--- config.mk ---
export PLATFORM = sky130hd
export DESIGN_NAME = add_seq_arbiter
export DESIGN_NICKNAME = d
export VERILOG_FILES = /design/src/rtl/add_seq_arbiter.sv
export SDC_FILE = /design/constraint.sdc
export NUM_CORES = 1
export LEC_CHECK = 0
export BUFFER_PORTS_ARGS = -buffer_cell sky130_fd_sc_hd__buf_2
export CAP_MARGIN = 15
export CORE_MARGIN = 5
export CORE_UTILIZATION = 26
export CTS_CLUSTER_DIAMETER = 200
export CTS_CLUSTER_SIZE = 8
export DETAILED_ROUTE_END_ITERATION = 12
export PLACE_DENSITY = 0.43
export SYNTH_ARGS = -nofsm -noshare
export SYNTH_HDL_FRONTEND = slang
export SYNTH_SLANG_ARGS = --single-unit
--- constraint.sdc ---
create_clock -name clk -period 4 [get_ports clk]
set_input_delay 0.8 -clock clk [delete_from_list [all_inputs] [get_ports clk]]
set_output_delay 0.8 -clock clk [all_outputs]
set_load 0.02 [all_outputs]
--- src/rtl/add_seq_arbiter.sv ---
// add_seq_arbiter
//
// Purpose:
//   Two requesters share one 4-bit ripple-carry adder. Each accepted
//   operation is a (4*NIBBLES)-bit add or subtract. It runs one nibble per
//   clock, least-significant nibble first, with the carry held in a
//   register between nibbles. Requests are granted round-robin. The
//   result comes back on a valid/ready channel tagged with the requester id.
//
// Ports:
//   clk                 rising-edge clock
//   rst_n               synchronous active-low reset
//   reqN_valid          requester N has an operation pending (N = 0, 1)
//   reqN_ready          requester N is accepted this cycle (combinational, IDLE only)
//   reqN_a, reqN_b      requester N operands, W = 4*NIBBLES bits
//   reqN_sub            requester N: 1 = a - b, 0 = a + b
//   rsp_valid           result available (registered)
//   rsp_ready           consumer accepts result
//   rsp_id              requester that issued the result
//   rsp_sum             result modulo 2^W, held between responses
//   rsp_cout            final carry; for subtract 1 = no borrow
//   busy                high whenever an operation is in flight or held

module add_seq_rca4 (
    input  logic [3:0] a,
    input  logic [3:0] b,
    input  logic       cin,
    output logic [3:0] sum,
    output logic       cout
);

    logic [4:0] c;

    always_comb begin
        sum  = '0;
        c    = '0;
        c[0] = cin;
        for (int i = 0; i < 4; i++) begin
            sum[i]   = a[i] ^ b[i] ^ c[i];
            c[i + 1] = (a[i] & b[i]) | (c[i] & (a[i] ^ b[i]));
        end
        cout = c[4];
    end

endmodule

module add_seq_arbiter #(
    parameter int NIBBLES = 4
) (
    input  logic                   clk,
    input  logic                   rst_n,

    input  logic                   req0_valid,
    output logic                   req0_ready,
    input  logic [4*NIBBLES-1:0]   req0_a,
    input  logic [4*NIBBLES-1:0]   req0_b,
    input  logic                   req0_sub,

    input  logic                   req1_valid,
    output logic                   req1_ready,
    input  logic [4*NIBBLES-1:0]   req1_a,
    input  logic [4*NIBBLES-1:0]   req1_b,
    input  logic                   req1_sub,

    output logic                   rsp_valid,
    input  logic                   rsp_ready,
    output logic                   rsp_id,
    output logic [4*NIBBLES-1:0]   rsp_sum,
    output logic                   rsp_cout,

    output logic                   busy
);

    localparam int DATA_W = 4 * NIBBLES;
    localparam int IDX_W  = (NIBBLES > 1) ? $clog2(NIBBLES) : 1;
    localparam logic [IDX_W-1:0] LAST_IDX = IDX_W'(NIBBLES - 1);

    typedef enum logic [1:0] {
        IDLE = 2'd0,
        RUN  = 2'd1,
        DONE = 2'd2
    } state_t;

    state_t              state;
    logic                ptr;        // 0: requester 0 wins a tie, 1: requester 1 wins

    logic [DATA_W-1:0]   op_a;
    logic [DATA_W-1:0]   op_b;       // already inverted for subtract
    logic                carry;
    logic [IDX_W-1:0]    idx;
    logic                op_id;
    logic [DATA_W-1:0]   result;
    logic [DATA_W-1:0]   result_next;

    logic                grant0;
    logic                grant1;
    logic                accept;
    logic [DATA_W-1:0]   sel_a;
    logic [DATA_W-1:0]   sel_b;
    logic                sel_sub;

    logic [IDX_W+1:0]    base;
    logic [3:0]          a_nib;
    logic [3:0]          b_nib;
    logic [3:0]          sum_nib;
    logic                cout_nib;

    // Arbitration: a sole valid requester always wins; on a tie the
    // pointer decides. Ready is only offered in IDLE and out of reset.
    always_comb begin
        grant0     = req0_valid && (!req1_valid || !ptr);
        grant1     = req1_valid && (!req0_valid ||  ptr);
        req0_ready = (state == IDLE) && rst_n && grant0;
        req1_ready = (state == IDLE) && rst_n && grant1;
        accept     = req0_ready || req1_ready;
    end

    always_comb begin
        sel_a   = req1_ready ? req1_a   : req0_a;
        sel_b   = req1_ready ? req1_b   : req0_b;
        sel_sub = req1_ready ? req1_sub : req0_sub;
    end

    // Nibble select for the shared adder. Subtract is a + ~b + 1, with
    // the +1 entering through the carry register on the first nibble.
    always_comb begin
        base  = {idx, 2'b00};
        a_nib = op_a[base +: 4];
        b_nib = op_b[base +: 4];
    end

    add_seq_rca4 u_adder (
        .a    (a_nib),
        .b    (b_nib),
        .cin  (carry),
        .sum  (sum_nib),
        .cout (cout_nib)
    );

    always_comb begin
        result_next              = result;
        result_next[base +: 4]   = sum_nib;
    end

    assign busy = (state != IDLE);

    // Operand and working registers: loaded on accept, advanced in RUN.
    // They carry no reset; their contents are only consumed while the
    // control FSM is in RUN, which reset always leaves.
    always_ff @(posedge clk) begin
        if (accept) begin
            op_a  <= sel_a;
            op_b  <= sel_sub ? ~sel_b : sel_b;
            carry <= sel_sub;
            idx   <= '0;
            op_id <= req1_ready;
        end else if (state == RUN) begin
            result <= result_next;
            carry  <= cout_nib;
            idx    <= (idx == LAST_IDX) ? '0 : idx + 1'b1;
        end
    end

    // Control FSM and registered response.
    always_ff @(posedge clk) begin
        if (!rst_n) begin
            state     <= IDLE;
            ptr       <= 1'b0;
            rsp_valid <= 1'b0;
            rsp_id    <= 1'b0;
            rsp_sum   <= '0;
            rsp_cout  <= 1'b0;
        end else begin
            case (state)
                IDLE: begin
                    if (accept) begin
                        state <= RUN;
                        // Whoever was just served loses the next tie.
                        ptr   <= req0_ready;
                    end
                end
                RUN: begin
                    if (idx == LAST_IDX) begin
                        state     <= DONE;
                        rsp_valid <= 1'b1;
                        rsp_id    <= op_id;
                        // Last nibble is folded in here so rsp_sum only
                        // changes once per operation.
                        rsp_sum   <= result_next;
                        rsp_cout  <= cout_nib;
                    end
                end
                DONE: begin
                    if (rsp_ready) begin
                        state     <= IDLE;
                        rsp_valid <= 1'b0;
                    end
                end
                default: begin
                    state     <= IDLE;
                    rsp_valid <= 1'b0;
                end
            endcase
        end
    end

endmodule

## Word level (Yosys, flattened, before mapping)

Index checks and enable logic that the tools add are counted.

| word-level totals | value |
|---|---|
| register bits after elaboration | 74 |

| cells by class | value |
|---|---|
| $add $sub $neg | 2 |
| equal/unequal tests | 6 |
| shift operators | 4 |
| multiplexer cells | 15 |
| bitwise gates (word level) | 23 |
| reduce and logical (&&, ||, !) cells | 19 |

Operators by type and width:

| cell | count |
|---|---|
| $mux 16 | 3 |
| $shiftx 16x5->4 | 2 |
| $bwmux 16 | 1 |
| $not 16->16 | 1 |
| $shift 4x6->16 const A | 1 |
| $shiftx 4x6->16 | 1 |
| $and 1x1->1 | 8 |
| $mux 2 | 4 |
| $xor 1x1->1 | 8 |
| $neg 4->6 | 1 |
| $pmux 2 s3 | 1 |
| $reduce_and 2->1 | 3 |
| $reduce_and 3->1 | 2 |
| $logic_and 1x1->1 | 5 |
| $mux 1 | 5 |
| $eq 2x2->1 const B | 2 |
| $ne 2x2->1 const B | 2 |
| $or 1x1->1 | 4 |
| $reduce_bool 2->1 | 2 |
| $logic_not 1->1 | 3 |
| $logic_or 1x1->1 | 3 |
| $pmux 1 s3 | 1 |
| $add 2x1->2 const B | 1 |
| $eq 2x1->1 const B | 1 |
| 3 further kinds | 4 |

## Logic depth before layout (Yosys ltp)

Gate-level depths: netlist of run 1.

| logic depth | value |
|---|---|
| depth in word-level cells | 12 |
| mapped depth | 13 |

## Cells and area by module

From an unflattened synthesis of run 1, not the netlist that was laid out.

| second synthesis, totals | value |
|---|---|
| cell total of the unflattened synthesis | 308 |
| area, all modules | 3847.4 um^2 |

By module, submodules not included:

| module | instances | cells each | area an instance (um^2) | sequential area each (um^2) |
|---|---|---|---|---|
| add_seq_arbiter | 1 | 294 | 3729.8 | 1981.9 |
| add_seq_rca4 | 1 | 14 | 117.6 | 0.0 |

## Worst setup path after synthesis of run 1

Ideal clock, no wire load.

| timing | value |
|---|---|
| kind | register to register |
| from | reg idx[0] |
| to | reg result[7], data pin |
| library setup time | 0.257 ns |
| arrival time | 2.817 ns |
| setup slack | 0.925 ns |
| stages on the path, launching flop included | 12 |
| period minus slack after synthesis | 3.075 ns |
| cells stage by stage | dfxtp_1 buf_2 buf_2 mux4_2 fa_1 inv_1 fa_1 inv_1 fa_1 nor2b_1 a31oi_1 inv_1 |

| on the way | value |
|---|---|
| word-level cells in the longest chain between the ends | 11 |

Ends and longest elaborated chain:

| element | line | text |
|---|---|---|
| from (decl) | 90 | `logic [IDX_W-1:0] idx;` |
| from (signal assigned) | 160 | `idx <= (idx == LAST_IDX) ? '0 : idx + 1'b1;` |
| $shiftx 16x5->4 (on tied branches) | 128, 129 |  |
| $xor 1x1->1 | 39, 40 |  |
| $and 1x1->1 | 40 | `c[i + 1] = (a[i] & b[i]) \| (c[i] & (a[i] ^ b[i]));` |
| $or 1x1->1 | 40 |  |
| $and 1x1->1 | 40 |  |
| $or 1x1->1 | 40 |  |
| $and 1x1->1 | 40 |  |
| $or 1x1->1 | 40 |  |
| $xor 1x1->1 | 39 | `sum[i] = a[i] ^ b[i] ^ c[i];` |
| $shiftx 4x6->16 | 142 | `result_next[base +: 4] = sum_nib;` |
| $bwmux 16 (*) | 142 |  |
| net result_next[7] | 93 | `logic [DATA_W-1:0] result_next;` |
| to (signal assigned) | 158 | `result <= result_next;` |
| to (decl) | 92 | `logic [DATA_W-1:0] result;` |

Mark *: on every way through the listed nets, which the timed path passes. The rest lies on a longest branch.
A chain may end at the register's enable or synchronous reset.

## Worst setup path after layout of run 1

| timing | value |
|---|---|
| from | reg idx[0] |
| to | reg result[15], data pin |

The elaborated chain is that of the path after synthesis.

==> results of run 1 <==
## cell families (layout without fill, tap and decap cells)
kind of cell,count (synthesis),count (layout)
fa+ha+maj,10,10
simple gates,53,53
buf+inv,44,141
compound gates,54,54
mux,42,42
xor+xnor,32,32
flops,74,74
## power groups by stage
| stage | sequential [mW] | clock, mW | combinational (mW) |
|---|---|---|---|
| after floorplan | 1.09 | 0 | 0.706 |
| after global placement | 1.10 | 0 | 0.988 |
| after detailed placement | 1.10 | 0 | 1.01 |
| after CTS | 1.09 | 0.884 | 1.01 |
| after global routing | 1.10 | 0.914 | 1.13 |
| final | 1.08 | 0.852 | 0.994 |
## registers in the layout, summed over array words and instances (netlist names)
register,cells
ptr,1
result,16
state,2
op_a,16
rsp_sum,16
rsp_id,1
rsp_valid,1
idx,2
op_id,1
carry,1
op_b,16
rsp_cout,1
## per-stage QoR
step                      cells  setup slack, ps  cell area [µm²]  power [mW]
after floorplan             309              925             3850        1.80
after global placement      573              831             4480        2.09
after detailed placement    573              754             4480        2.10
after CTS                   589              731             4800        2.98
after global routing        590              521             4830        3.14
final                       590              805             4830        2.93
## cell usage after synthesis, drive strengths merged, types with 6 or more instances
library cell and number:
a21oi 15, a31oi 17, buf 11, clkbuf 6, dfxtp 24, edfxtp 50, ha 6, inv 27
mux2 16, mux2i 18, mux4 8, nand2 7, nand2b 7, nor2b 18, o21ai 16, xnor2 32
## final cells by class
cell class / instances / area, µm² / share of cell area
clock buffers: 9 / 225 / 0.0466
clock inverters: 7 / 93.8 / 0.0194
inverters: 27 / 101 / 0.0210
multi-input cells: 191 / 1670 / 0.346
flip-flops and latches: 74 / 1980 / 0.410
well taps: 184 / 230 / 0.0477
repair buffers: 98 / 526 / 0.109
## critical path, cell delays in order, from the launching register on
cell,delay (ps)
dfxtp_1,540
mux4_2,560
inv_1,100
fa_1,170
inv_1,50
fa_1,350
inv_1,70
fa_1,160
inv_1,50
fa_1,450
nor2b_1,180
a31oi_1,210
inv_1,70
## worst min path at each step
stage,start,to,slack [ps]
after floorplan,op_id,rsp_id,480
after global placement,rsp_id,rsp_id,490
after global routing,ptr,ptr,580
after CTS,rsp_id,rsp_id,540
after detailed placement,rsp_id,rsp_id,520
final,rsp_id,rsp_id,530
## placed cells by master, fill, tap and decap left out, types with 3 or more instances in the layout
cell type / n
mux2_4: 13
nand2_1: 7
nor2_1: 4
inv_1: 27
a31oi_1: 17
clkbuf_16: 9
fa_1: 4
a21oi_1: 15
mux4_2: 8
nor2b_1: 18
xnor2_1: 32
mux2i_1: 18
ha_1: 6
edfxtp_1: 50
o21ai_0: 16
dfxtp_1: 24
buf_2: 92
buf_4: 5
nand2b_1: 7
mux2_2: 3
## per-layer routing
layer  vias up  global-route usage  wire [µm]
met5         -                   0          0
met4         0              0.0326         75
met3         8              0.0336        462
met2        70               0.150       3830
met1      1126               0.135       4050
li1       1281                   -          -
==> impl_summary.txt, run 1 <==
----------------------------------------------------
[CTS]
  Number of buffers inserted by post-CTS setup repair ... 0
  Maximum clock insertion buffer count ... 2
  Clk Latency, worst-skew pair ... 330 ps
  Total number of clock tree sinks ... 74
  Deepest level of the CTS H-tree ... 3
  Clock transition at the register clock pins on the worst setup and hold paths after CTS ... 60 ps
  Count of instances resized after the clock tree is built ... 0
  TritonCTS clock tree ... done
  Hold-fix buffers, CTS ... 0
  Number of buffers created by CTS ... 9
  Root buffer cell ... clkbuf_16

[Synthesis]
  Netlist area before placement ... 3850 µm²
  Sequential-to-total area share from yosys stat ... 0.515
  Share of synthesized area spent on multiplexers ... 0.153
  Number of enable flip-flop cells after synthesis ... 50
  Cell count after synthesis ... 309
  Largest area contributor in the netlist ... edfxtp_1
  Post-synth net total ... 390
  Post-synthesis share of cell area spent on and, or, nand and nor gates ... 0.0865
  Combinational family with the most area after synthesis ... multiplexers
  Synthesized-area fraction occupied by ao, oa, aoi and oai cells ... 0.0816
  Post-Synth Adder-Cell Area ... 0.0403
  Register bit total from synthesis ... 74
  Main synth FF type ... edfxtp_1
  Biggest area contributors in the synthesized netlist ... edfxtp_1 (39%), dfxtp_1 (12%), xnor2_1 (7.3%), mux2_4 (5.1%), mux2i_1 (4.7%)
  Avg Cell Area, Syn ... 12.5 µm²
  Number of warnings issued by yosys ... 0
  Xor/xnor share of the synthesized area ... 0.0728
  Count of different cell masters after synthesis ... 39
  Fraction of synthesized cell area taken by the top area cell type ... 0.390
  Proportion of synthesized flip-flops having asynchronous set or reset ... 0

[Detailed routing]
  Count of TritonRoute iterations in the first routing pass ... 4
  DRC violation count after routing ... 0
  Vias ... 2485
  Post-Route WL ... 8.42 mm
  1st-iter DRT viols ... 85
  Average via count per standard cell ... 4.21
  ANT nets after route ... 0
  Final routed wire length divided by cell count ... 14.3 µm

[Worst setup path]
  Crit path kind ... register to register
  Crit path DAT ... 3270 ps
  Category of the worst setup path capture point ... register
  Crit Reg-Reg Startpoint ... idx[0]
  FF-to-FF path depth ... 12
  Reg-to-reg endpoint ... result[15]
  Critical path launch point type ... register
  Worst Setup SP ... idx[0]
  Maximum fanout count along the critical path ... 6
  Req. time, crit path ... 4080 ps
  Register-to-register setup slack ... 810 ps
  Worst setup path endpoint ... result[15]

[Floorplanning]
  Core region area ... 14500 µm²
  Num ports ... 93
  Effective utilization at floorplan ... 0.265
  Count of standard-cell rows ... 44
  Overall die width ... 132 µm
  Vertical die dimension ... 132 µm
  Total Die Area ... 17300 µm²

[Power]
  Power share of the combinational group ... 0.340
  Sequential power share ... 0.369
  Clk pwr share ... 0.291
  Worst vdd ir ... 206 µV
  Power density of the placed cells ... 606 nW/µm²
  Int Power ... 1.98 mW
  Leakage ... 2.11 nW
  Switching Fraction ... 0.322
  Switch Pwr ... 0.942 mW

[Final layout]
  Number of nets in the layout ... 482
  Diodes inserted ... 0
  Number of fill cells ... 1507
  Layout-stage area growth over the synthesis result ... 25.6%
  Share of cells above drive strength 1 ... 0.355
  Utilization after layout ... 0.332

[Placement]
  Routability-driven placement congestion ratio ... 0.734
  IO buf count ... 92
  HPWL reported at the end of detailed placement ... 6.34 mm

[STA]
  Final cycle utilization of the critical path ... 0.799
  Final count of negative-setup-slack endpoints ... 0
  Max Transition Viols Final ... 0
  Setup repair after global routing missed its margin ... false
  Final min period ... 3190 ps
  Clock Skews ... 6.72 ps
  Transition time of the tightest slew-check pin ... 697 ps
  Worst slack on hold paths ... 531 ps
  Highest attainable clock frequency ... 313 MHz
  Sum Neg Setup Slack ... 0 ps
  Headroom to the max-slew limit ... 0.535
  Hold Violations, Final ... 0

[Run]
  # Max-Cap Violations ... 0

[Global route]
  Antenna violations before repair ... 0
  Pin count of the biggest net entering global routing ... 36
  First-pass GRT wire length ... 13.9 mm
  Global routing usage summed across all routing layers ... 0.0998
  Global route total overflow ... 0
  Via count of the first global-routing pass ... 2648

[Worst hold path]
  Tightest Hold Check Type ... register to register
  Worst hold path cell count ... 2

[Run status]
  Outcome ... complete, no violations

----------------------------------------------------
Note: power is estimated with default switching activity, not from simulation.
==> run 2, diff against run 1 <==
clock period = 3.33 ns   (was 4 ns; I/O delays follow)
==> impl_summary.txt, run 2 (synthesized netlist as in run 1, its figures left out) <==
----------------------------------------------------
[STA]
  Hold Violations, Final ... 0 (unchanged)
  Final critical-path setup slack ... 228 ps (was 805 ps)
  Headroom to the max-slew limit ... 0.516 (was 0.535)
  Highest attainable clock frequency ... 322 MHz (was 313 MHz)
  Final min period ... 3100 ps (was 3190 ps)
  Final count of negative-setup-slack endpoints ... 0 (unchanged)
  Transition time of the tightest slew-check pin ... 726 ps (was 697 ps)
  Final cycle utilization of the critical path ... 0.932 (was 0.799)
  Max Transition Viols Final ... 0 (unchanged)
  Clock Skews ... 7.75 ps (was 6.72 ps)
  Setup repair after global routing missed its margin ... false (unchanged)
  Sum Neg Setup Slack ... 0 ps (unchanged)
  Worst slack on hold paths ... 517 ps (was 531 ps)

[Floorplanning]
  Overall die width ... 132 µm (unchanged)
  Effective utilization at floorplan ... 0.265 (unchanged)
  Total Die Area ... 17300 µm² (unchanged)
  Vertical die dimension ... 132 µm (unchanged)
  Count of standard-cell rows ... 44 (unchanged)
  Core region area ... 14500 µm² (unchanged)
  Num ports ... 93 (unchanged)

[Worst hold path]
  Tightest Hold Check Type ... register to register (unchanged)
  Startpoint of the tightest hold check path ... rsp_cout (was rsp_id)

[Detailed routing]
  Count of TritonRoute iterations in the first routing pass ... 4 (unchanged)
  DRC violation count after routing ... 0 (unchanged)
  Uppermost layer routed ... met4 (unchanged)
  Routed wire length on met3 ... 491 µm (was 462 µm)
  Routed length on met2 ... 3.90 mm (was 3.83 mm)
  Final routed wire length divided by cell count ... 14.6 µm (was 14.3 µm)
  Post-Route WL ... 8.60 mm (was 8.42 mm)
  Average via count per standard cell ... 4.25 (was 4.21)
  Vias ... 2504 (was 2485)
  1st-iter DRT viols ... 132 (was 85)
  ANT nets after route ... 0 (unchanged)
  Wire length on met1 ... 4.13 mm (was 4.05 mm)

[CTS]
  Clk Latency, worst-skew pair ... 330 ps (about the same)
  Count of instances resized after the clock tree is built ... 0 (unchanged)
  Root buffer cell ... clkbuf_16 (unchanged)
  Maximum clock insertion buffer count ... 2 (unchanged)
  Hold-fix buffers, CTS ... 0 (unchanged)
  Number of buffers inserted by post-CTS setup repair ... 0 (unchanged)
  Deepest level of the CTS H-tree ... 3 (unchanged)
  Total number of clock tree sinks ... 74 (unchanged)
  Number of buffers created by CTS ... 9 (unchanged)
  Clock transition at the register clock pins on the worst setup and hold paths after CTS ... 50 ps (was 60 ps)
  TritonCTS clock tree ... done (unchanged)

[Power]
  Int Power ... 2.37 mW (was 1.98 mW)
  Sequential power share ... 0.369 (about the same)
  Leakage ... 2.10 nW (was 2.11 nW)
  Worst vdd ir ... 273 µV (was 206 µV)
  Switching Fraction ... 0.321 (was 0.322)
  Switch Pwr ... 1.12 mW (was 0.942 mW)
  Clk pwr share ... 0.284 (was 0.291)
  Power share of the combinational group ... 0.347 (was 0.340)
  Power density of the placed cells ... 727 nW/µm² (was 606 nW/µm²)

[Final layout]
  Most common library cell in the layout ignoring fill and taps ... buf_2 (unchanged)
  Utilization after layout ... 0.331 (was 0.332)
  Share of cells above drive strength 1 ... 0.351 (was 0.355)
  Number of nets in the layout ... 481 (was 482)
  Footprint of the multi-input gates ... 1670 µm² (unchanged)
  Diodes inserted ... 0 (unchanged)
  Number of fill cells ... 1504 (was 1507)
  Most frequent cells in the layout ... buf_2 (92), edfxtp_1 (50), xnor2_1 (32), inv_1 (27), dfxtp_1 (24) (unchanged)
  Layout-stage area growth over the synthesis result ... 24.9% (was 25.6%)
  Seq. cell area ... 1980 µm² (unchanged)
  Design Area, Final ... 4810 µm² (was 4830 µm²)

[Worst setup path]
  Kind of cell adding the most delay to the critical path ... adder cells (unchanged)
  Number of logic stages on the critical path including buffering ... 10 (was 12)
  Buf+Inv Stages, Crit Path ... 4 (was 5)
  Crit path DAT ... 3180 ps (was 3270 ps)
  Crit path kind ... register to register (unchanged)
  Maximum fanout count along the critical path ... 16 (was 6)
  Req. time, crit path ... 3410 ps (was 4080 ps)
  FF-to-FF path depth ... 10 (was 12)
  Category of the worst setup path capture point ... register (unchanged)
  Worst setup path endpoint ... result[7] (was result[15])
  Critical-path top delay cell ... mux4_2 (unchanged)
  Register-to-register setup slack ... 230 ps (was 810 ps)
  Reg-to-reg endpoint ... result[7] (was result[15])
  Crit Reg-Reg Startpoint ... idx[0] (unchanged)
  Critical path launch point type ... register (unchanged)
  Worst Setup SP ... idx[0] (unchanged)
  Delay of the slowest cell on the worst path ... 550 ps (was 560 ps)
  CP cell instances ... buf_4, mux4_2, fa_1, inv_1, fa_1, inv_1, fa_1, nor2b_1, a31oi_1, inv_1 (was mux4_2, inv_1, fa_1, inv_1, fa_1, inv_1, fa_1, inv_1, fa_1, nor2b_1, a31oi_1, inv_1)

[Placement]
  Placement Setup Slack ... 221 ps (was 754 ps)
  HPWL reported at the end of detailed placement ... 6.42 mm (was 6.34 mm)
  IO buf count ... 92 (unchanged)
  Post-placement cell area ... 4500 µm² (was 4480 µm²)
  Routability-driven placement congestion ratio ... 0.745 (was 0.734)

[Global route]
  Antenna violations before repair ... 0 (unchanged)
  First-pass GRT wire length ... 14.0 mm (was 13.9 mm)
  Global routing usage summed across all routing layers ... 0.101 (was 0.0998)
  Global route total overflow ... 0 (unchanged)
  Pin count of the biggest net entering global routing ... 36 (unchanged)
  Via count of the first global-routing pass ... 2635 (was 2648)

[Run status]
  Outcome ... complete, no violations (unchanged)

[Run]
  # Max-Cap Violations ... 0 (unchanged)

----------------------------------------------------
run 2: cell count changes in the layout (fill, tap and decap cells not counted):
cell / delta
clkbuf_8: +3
clkbuf_1: +2
clkinv_4: -2
buf_12: +1
buf_16: -1
buf_4: -1
bufinv_16: -1
clkinv_1: -1
clkinvlp_4: -1
run 2: stage by stage:
step | power, mW | cells
detailed placement | 2.55 | 573
finish | 3.49 | 589
global placement | 2.53 | 573
CTS | 3.56 | 589
global route | 3.75 | 589
floorplan | 2.16 | 309
run 2: cell type report:
| class | count | share of cell area |
|---|---|---|
| clock buffers | 14 | 0.0570 |
| multi-input cells | 191 | 0.348 |
| repair buffers | 97 | 0.106 |
| inverters | 27 | 0.0211 |
| clock inverters | 2 | 0.00729 |
| well taps | 184 | 0.0479 |
| flip-flops and latches | 74 | 0.412 |
run 2: power by group through the flow:
stage	Sequential (mW)	Clock, mW	Combinational, mW
after global placement	1.31	0	1.22
final	1.29	0.992	1.21
after detailed placement	1.31	0	1.23
after floorplan	1.31	0	0.848
after global routing	1.31	1.06	1.38
after CTS	1.30	1.03	1.24
run 2: worst min-delay path by stage:
stage	slack [ps]	cells past startpoint	to
after floorplan	480	2	rsp_id
after global placement	500	2	rsp_id
after detailed placement	500	2	rsp_cout
after CTS	520	2	rsp_cout
after global routing	560	2	rsp_sum[6]
final	520	2	rsp_cout
run 2: worst min-delay path: stages (launching register included):
cell,delay [ps]
dfxtp_1,320
mux2i_1,60
nor2b_1,100
run 2: metal layers:
layer | track usage | vias up
met4 | 0.0326 | 0
li1 | - | 1279
met2 | 0.153 | 73
met1 | 0.135 | 1145
met5 | 0 | -
met3 | 0.0378 | 7
